--- config.mk ---
export PLATFORM = sky130hd
export DESIGN_NAME = sub_sample_serializer
export DESIGN_NICKNAME = d
export VERILOG_FILES = /design/src/rtl/sub_sample_serializer.sv
export SDC_FILE = /design/constraint.sdc
export NUM_CORES = 1
export LEC_CHECK = 0
export ABC_AREA = 1
export BUFFER_PORTS_ARGS = -buffer_cell sky130_fd_sc_hd__buf_4
export CELL_PAD_IN_SITES_DETAIL_PLACEMENT = 2
export CELL_PAD_IN_SITES_GLOBAL_PLACEMENT = 2
export CORE_UTILIZATION = 40
export DETAILED_ROUTE_END_ITERATION = 6
export HOLD_SLACK_MARGIN = 0.02
export PLACE_DENSITY = 0.86
export SETUP_SLACK_MARGIN = 0.3
export SYNTH_ARGS = -nofsm -noshare
export SYNTH_HDL_FRONTEND = slang
export SYNTH_SLANG_ARGS = --single-unit
--- constraint.sdc ---
create_clock -name clk -period 3.85 [get_ports clk]
set_clock_uncertainty 0.1 [all_clocks]
set_input_delay 0.385 -clock clk [delete_from_list [all_inputs] [get_ports clk]]
set_output_delay 0.385 -clock clk [all_outputs]
set_load 0.02 [all_outputs]
--- src/rtl/sub_sample_serializer.sv ---
// Captures {stage3, seq, counter, complex_result} samples into a small FIFO and
// replays each one as a 6-byte valid/ready frame for per-instance tracing.
module sub_sample_serializer #(
    parameter int DEPTH = 4,
    parameter int CNT_W = 8,
    parameter int RES_W = 32
) (
    input  logic                       clk,
    input  logic                       rst_n,
    input  logic                       in_valid,
    input  logic                       in_stage3,
    input  logic [CNT_W-1:0]           in_counter,
    input  logic [RES_W-1:0]           in_result,
    output logic                       out_valid,
    input  logic                       out_ready,
    output logic [7:0]                 out_data,
    output logic                       out_last,
    output logic [7:0]                 drop_cnt,
    output logic [$clog2(DEPTH):0]     fifo_level
);

    localparam int PTR_W   = (DEPTH > 1) ? $clog2(DEPTH) : 1;
    localparam int LVL_W   = $clog2(DEPTH) + 1;
    localparam int FRAME_W = 8 + CNT_W + RES_W;
    localparam logic [LVL_W-1:0] FULL_LVL = LVL_W'(DEPTH);
    localparam logic [2:0]       LAST_IDX = 3'd5;

    typedef enum logic {IDLE, SEND} state_t;

    state_t               state_q, state_d;
    logic [2:0]           byte_idx_q;
    logic [PTR_W-1:0]     wr_ptr_q, rd_ptr_q;
    logic [LVL_W-1:0]     level_q;
    logic [6:0]           seq_q;
    logic [7:0]           drop_q;
    logic [FRAME_W-1:0]   mem [DEPTH];
    logic [FRAME_W-1:0]   frame_p1;

    logic pop, full, push_ok, drop, hs;

    function automatic logic [7:0] sat_inc8(input logic [7:0] v);
        return (v == 8'hFF) ? v : v + 8'd1;
    endfunction

    // A pop frees a slot on the same edge, so a full FIFO still accepts then.
    assign pop     = (state_q == IDLE) && (level_q != '0);
    assign full    = (level_q == FULL_LVL);
    assign push_ok = in_valid && (!full || pop);
    assign drop    = in_valid && full && !pop;
    assign hs      = (state_q == SEND) && out_ready;

    always_ff @(posedge clk or negedge rst_n) begin
        if (!rst_n) begin
            state_q <= IDLE;
        end else begin
            state_q <= state_d;
        end
    end

    always_comb begin
        state_d = state_q;
        unique case (state_q)
            IDLE: if (level_q != '0) state_d = SEND;
            SEND: if (hs && byte_idx_q == LAST_IDX) state_d = IDLE;
            default: state_d = IDLE;
        endcase
    end

    always_comb begin
        out_valid = (state_q == SEND);
        out_data  = (state_q == SEND) ? frame_p1[FRAME_W-1 -: 8] : 8'h00;
        out_last  = (state_q == SEND) && (byte_idx_q == LAST_IDX);
    end

    always_ff @(posedge clk or negedge rst_n) begin
        if (!rst_n) begin
            byte_idx_q <= '0;
            wr_ptr_q   <= '0;
            rd_ptr_q   <= '0;
            level_q    <= '0;
            seq_q      <= '0;
            drop_q     <= '0;
        end else begin
            if (pop) begin
                byte_idx_q <= '0;
            end else if (hs && byte_idx_q != LAST_IDX) begin
                byte_idx_q <= byte_idx_q + 3'd1;
            end
            if (push_ok) begin
                wr_ptr_q <= wr_ptr_q + 1'b1;
                seq_q    <= seq_q + 7'd1;
            end
            if (pop) rd_ptr_q <= rd_ptr_q + 1'b1;
            if (drop) drop_q <= sat_inc8(drop_q);
            unique case ({push_ok, pop})
                2'b10:   level_q <= level_q + 1'b1;
                2'b01:   level_q <= level_q - 1'b1;
                default: level_q <= level_q;
            endcase
        end
    end

    // Stage p1: frame shift register, most significant byte goes out first
    always_ff @(posedge clk) begin
        if (push_ok) mem[wr_ptr_q] <= {in_stage3, seq_q, in_counter, in_result};
        if (pop) begin
            frame_p1 <= mem[rd_ptr_q];
        end else if (hs) begin
            frame_p1 <= frame_p1 << 8;
        end
    end

    assign drop_cnt   = drop_q;
    assign fifo_level = level_q;

endmodule

======== Word-level counts from Yosys, hierarchy flattened ========
Memory sizes are Yosys's and may differ from the RTL's.
Cells that the tools add are included.
storage, ports and cells
  bits in registers ....................... 74
  RAM bits ................................ 192
  input bits .............................. 45
  word-level logic and storage cells ...... 51
  memories kept ........................... 1
memory list
  memory  words  bits a word  rd ports  clocked after memory_dff  write ports  line  source
  mem     4      48           1         0                         1            36    logic [FRAME_W-1:0] mem [DEPTH];
cells by class
  add/sub/neg operators ................... 7
  eq/ne operators ......................... 6
  muxes and demuxes ....................... 11
  bitwise logic cells ..................... 2
  reductions and logical operators ........ 16
operators by type and width
  cell                                               count
  2-to-1 mux 48 bit                                  2
  adder 8 x 1 -> 8 bit (second input constant)       1
  == test 8 bit (second input constant)              1
  logical AND 1 bit                                  8
  2-to-1 mux 8 bit                                   1
  adder 7 x 1 -> 7 bit (second input constant)       1
  adder 3 x 1 -> 3 bit (second input constant)       2
  == test 3 bit (second input constant)              2
  2-to-1 mux 3 bit                                   2
  one-hot mux 3 bit (2 select lines)                 1
  nonzero test 2 bit                                 3
  adder 2 x 1 -> 2 bit (second input constant)       2
  2-to-1 mux 1 bit                                   4
  != test 3 bit (second input constant)              1
  nonzero test 3 bit                                 1
  subtractor 3 x 1 -> 3 bit (second input constant)  1
  == test 2 x 1 -> 1 bit (second input constant)     1
  == test 2 bit (second input constant)              1
  logical NOT 1 bit                                  2
  inverter 1 bit                                     2
  one-hot mux 1 bit (2 select lines)                 1
  AND reduction 2 bit                                1
  logical OR 1 bit                                   1

======== Depth between registers and ports, before layout ========
  depth in word-level cells ............... 6
  depth in mapped cells ................... 10

======== Worst setup path after synthesis ========
Ideal clock, no wire load.
  path type ............................... register -> register
  from .................................... reg state_q, in the netlist out_valid
  to ...................................... mem mem[0][0] (netlist name), enable pin
  library setup time ...................... 0.454 ns
  data arrival time ....................... 2.922 ns
  required time ........................... 3.296 ns
  setup slack ............................. 0.373 ns
  cell stages (with the launch flop) ...... 7
  clock period less this slack ............ 3.477 ns
  cell sequence ........................... dfrtp_1 > nand2_1 > inv_1 > nand2_1 > nand2_1 > buf_6 > nor2_1
on the way
  word-level cells in the longest chain between the ends .. 6
ends and longest elaborated chain
  element                                 line  source
  from (decl)                             30    state_t state_q, state_d;
  from (signal assigned)                  56    state_q <= state_d;
  inverter 1 bit                          --
  logical AND 1 bit                       46    assign pop = (state_q == IDLE) && (level_q != '0);
  logical OR 1 bit                        48    assign push_ok = in_valid && (!full || pop);
  logical AND 1 bit                       48
  2-to-1 mux 1 bit                        105   if (push_ok) mem[wr_ptr_q] <= {in_stage3, seq_q, in_counter, in_result};
  2-to-1 mux 1 bit (not written as such)  105
  to (decl)                               36
Every way passes these cells.

======== Worst setup path in the final report ========
  from .................................... reg state_q, in the netlist out_valid
  to ...................................... mem mem[0][19] (netlist name), enable pin
Same word-level chain as after synthesis.

==> reports/results.tsv <==
stage	metric	value	unit
status	status	finished with violations	
status	failed_checks	design-rule violations	
routing	wl_per_cell	23.7	µm
place	hpwl	18100	µm
timing	hold_viol	0	
timing	worst_slew_pin_slew	0.975	ns
clocking	cts_buffers	28	
power	p_leak	4.86	nW
routing	drtPass1Iterations	7	
setup_path	cp.arrival	2.81	ns
yosys	ys_seq_area_frac	0.735	
routing	via_per_inst	5.34	
timing	period_minus_slack	2.74	ns
worst_hold_path	min_from	out_ready	
grt	grt_pass1_vias	7987	
setup_path	critPathLaunch	out_valid	
floorplanning	dieArea	27400	µm²
grt	antenna_found_initial	0	
finish	n_antenna_cell	0	
worst_hold_path	holdPathEnd	out_valid	
setup_path	cp_common_cell	nand2_1	
setup_path	path_cells	nand2_1, inv_1, nand2_1, nand2_1, nor2_4, buf_4	
routing	drt-total-wl	31400	µm
clocking	clk_pin_slew_worst_paths	0.06	ns
setup_path	crit_family	simple AND/OR/NAND/NOR gates	
finish	nNetsFinal	1022	
power	ir_worst_vdd	469	µV
setup_path	critPathRequiredTime	3.92	ns
grt	grt_max_degree	98	
grt	grt_pass1_wl	47400	µm
timing	drv_slew	0	
floorplanning	num_rows	59	
place	portBuffers	65	
job	drv_cap	0	
timing	slew_headroom	0.349	
setup_path	setup.worst_path.start_class	flip-flop	
timing	fin_crit_sh	0.711	
worst_hold_path	hold_path.class	in2reg	
setup_path	reg2reg_depth	6	
yosys	syn_area	10700	µm²
place	dp_cells	1231	
setup_path	slowest_delay	0.69	ns
clocking	ctsLongestPathBuffers	3	
setup_path	crit_path_top_delay_cell	buf_4	
yosys	ys_types	29	
setup_path	reg2reg_to	mem[0][19]	
clocking	cts.sinks	266	
routing	drt_iter0_markers	420	
yosys	postSynthAreaPerCell	12.4	µm²
setup_path	reg2reg_from	out_valid	
yosys	synth.net_count	919	
yosys	ys_warn_count	0	
clocking	cts_setup_buffers	0	
clocking	htree_levels	1	
setup_path	critPathKind	reg2reg	
yosys	ys_ff_latch	266	
finish	stdcell_count	1324	
timing	setup_viol	0	
clocking	cts_tree	yes	
timing	fmax	0.365	GHz
clocking	clock_latency	0.55	ns
routing	vias	7065	
finish	syn_to_final_growth	18.8	%
timing	rsz0062_at_grt	false	
finish	fin_util	0.486	
timing	setup_tns	0	ns
setup_path	cp_max_fo	48	
setup_path	endpoint_kind	flip-flop	
clocking	clock-root-buffer	clkbuf_16	
grt	grt_usage	0.236	
floorplanning	die_x	166	µm
routing	drtAntennaViolNets	0	
setup_path	cp_num_buf_inv	2	
grt	overflow	0	
setup_path	regToRegSetupSlack	1.11	ns
floorplanning	die_h	166	µm
power	powerDensity	816	nW/µm²
yosys	synthCells	865	
worst_hold_path	holdPathStages	4	
floorplanning	ios	66	
place	routabilityCongestion	0.723	
floorplanning	start_util	0.409	
finish	drive_gt1_frac	0.129	
routing	post-route-drc-count	13	
floorplanning	core	26100	µm²
finish	fill_cells	2583	
power	total_power	10.4	mW
-- stage by stage --
step / hold WS [ns] / instance area [µm²] / worst slack (ns)
finish: 0.166 / 12700 / 1.11
global route: 0.186 / 12700 / 0.972
CTS: 0.164 / 12700 / 1.10
detailed placement: 0.245 / 11400 / 1.17
global placement: 0.234 / 11400 / 1.31
floorplan: -0.0106 / 10700 / 0.373
-- power by group --
group | total [mW] | internal (mW) | switching (mW)
clock | 2.58 | 1.49 | 1.09
sequential | 4.62 | 4.19 | 0.433
combinational | 3.16 | 0.878 | 2.28
total | 10.4 | 6.56 | 3.81
-- registers in the layout (all words and copies together) (netlist names) --
signal and count:
rd_ptr_q 2, byte_idx_q 3, mem 192, fifo_level 3, out_valid 1, seq_q 7
drop_cnt 8, wr_ptr_q 2, frame_p1 48
-- timing repair --
| action | CTS | global route |
|---|---|---|
| resized for setup | 0 | 0 |
| endpoints found under the hold margin | 190 | 0 |
| hold buffers | 42 | 0 |
-- logic make-up (layout without fill, tap and decap cells) --
| family | Yosys count | after routing | share of synthesized area |
|---|---|---|---|
| buffers and inverters | 86 | 210 | 0.0441 |
| XOR/XNOR | 10 | 10 | 0.00819 |
| AO/OA/AOI/OAI | 154 | 154 | 0.0773 |
| AND/OR/NAND/NOR | 340 | 340 | 0.124 |
| adder cells (fa/ha/maj) | 9 | 9 | 0.0112 |
| flip-flops | 266 | 266 | 0.735 |
-- placed cells by master (no fill, tap or decap), types with 7 or more instances in the layout --
cell type	synthesis	routed
ha_1	8	8
nand3_1	13	13
clkinv_2	0	7
nor2_1	125	121
buf_4	5	72
o22ai_1	40	40
a21oi_1	8	8
xor2_1	9	9
nand2_1	190	189
inv_1	41	41
edfxtp_1	240	240
o21ai_0	101	101
dlygate4sd3_1	0	42
dfrtp_1	26	25
clkbuf_16	0	29
-- synthesized netlist by cell type --
library cell / n / share of area
o21bai_2: 1 / 0.0011
nor2_4: 1 / 0.0011
buf_2: 13 / 0.0061
nand2_1: 190 / 0.067
inv_6: 1 / 0.00082
xnor2_1: 1 / 0.00082
o22ai_1: 40 / 0.023
nand2_4: 1 / 0.0011
buf_4: 5 / 0.0035
nor2_2: 2 / 0.0012
clkbuf_2: 3 / 0.0014
nor2_1: 125 / 0.044
inv_2: 2 / 0.00070
nand4_1: 4 / 0.0023
o21ai_0: 101 / 0.047
ha_1: 8 / 0.0094
clkbuf_1: 7 / 0.0025
buf_6: 14 / 0.015
inv_1: 41 / 0.014
edfxtp_1: 240 / 0.67
xor2_1: 9 / 0.0074
nand3b_1: 1 / 0.00070
nand3_1: 13 / 0.0061
a21oi_1: 8 / 0.0037
fa_1: 1 / 0.0019
nand2_2: 1 / 0.00059
dfrtp_1: 26 / 0.061
o21ai_1: 4 / 0.0019
nor3_1: 2 / 0.00094
-- worst register-to-register path: cells and delay by family, from the launching register on --
family                 cells  cell delay (ns)
DFF                        1             0.56
buffers and inverters      2             0.78
and+or+nand+nor            4             0.88
-- metal layers --
layer,wire (µm),part of all wire,up-vias,global-route usage
li1,-,-,3216,-
met1,12700,0.41,3645,0.283
met2,16700,0.53,155,0.438
met3,1220,0.039,49,0.0305
met4,744,0.024,0,0.0727
met5,0,0,-,0
-- worst max path at each step --
stage / to / slack [ns] / depth (start not counted)
global route: mem[0][28] / 0.97 / 6
CTS: mem[0][28] / 1.10 / 6
finish: mem[0][19] / 1.11 / 6
floorplan: mem[0][0] / 0.37 / 6
detailed placement: mem[0][18] / 1.17 / 6
global placement: mem[3][19] / 1.31 / 6
-- final cells by class --
cell class / count / area [µm²] / share of cell area
inverter: 44 / 170 / 0.0134
tap: 335 / 419 / 0.0330
clock buffer: 37 / 786 / 0.0619
multi-input combinational: 513 / 2400 / 0.189
sequential: 266 / 7860 / 0.619
clock inverter: 14 / 87.6 / 0.00690
timing repair buffer: 115 / 981 / 0.0772
Power figures use the tool's default switching activity.
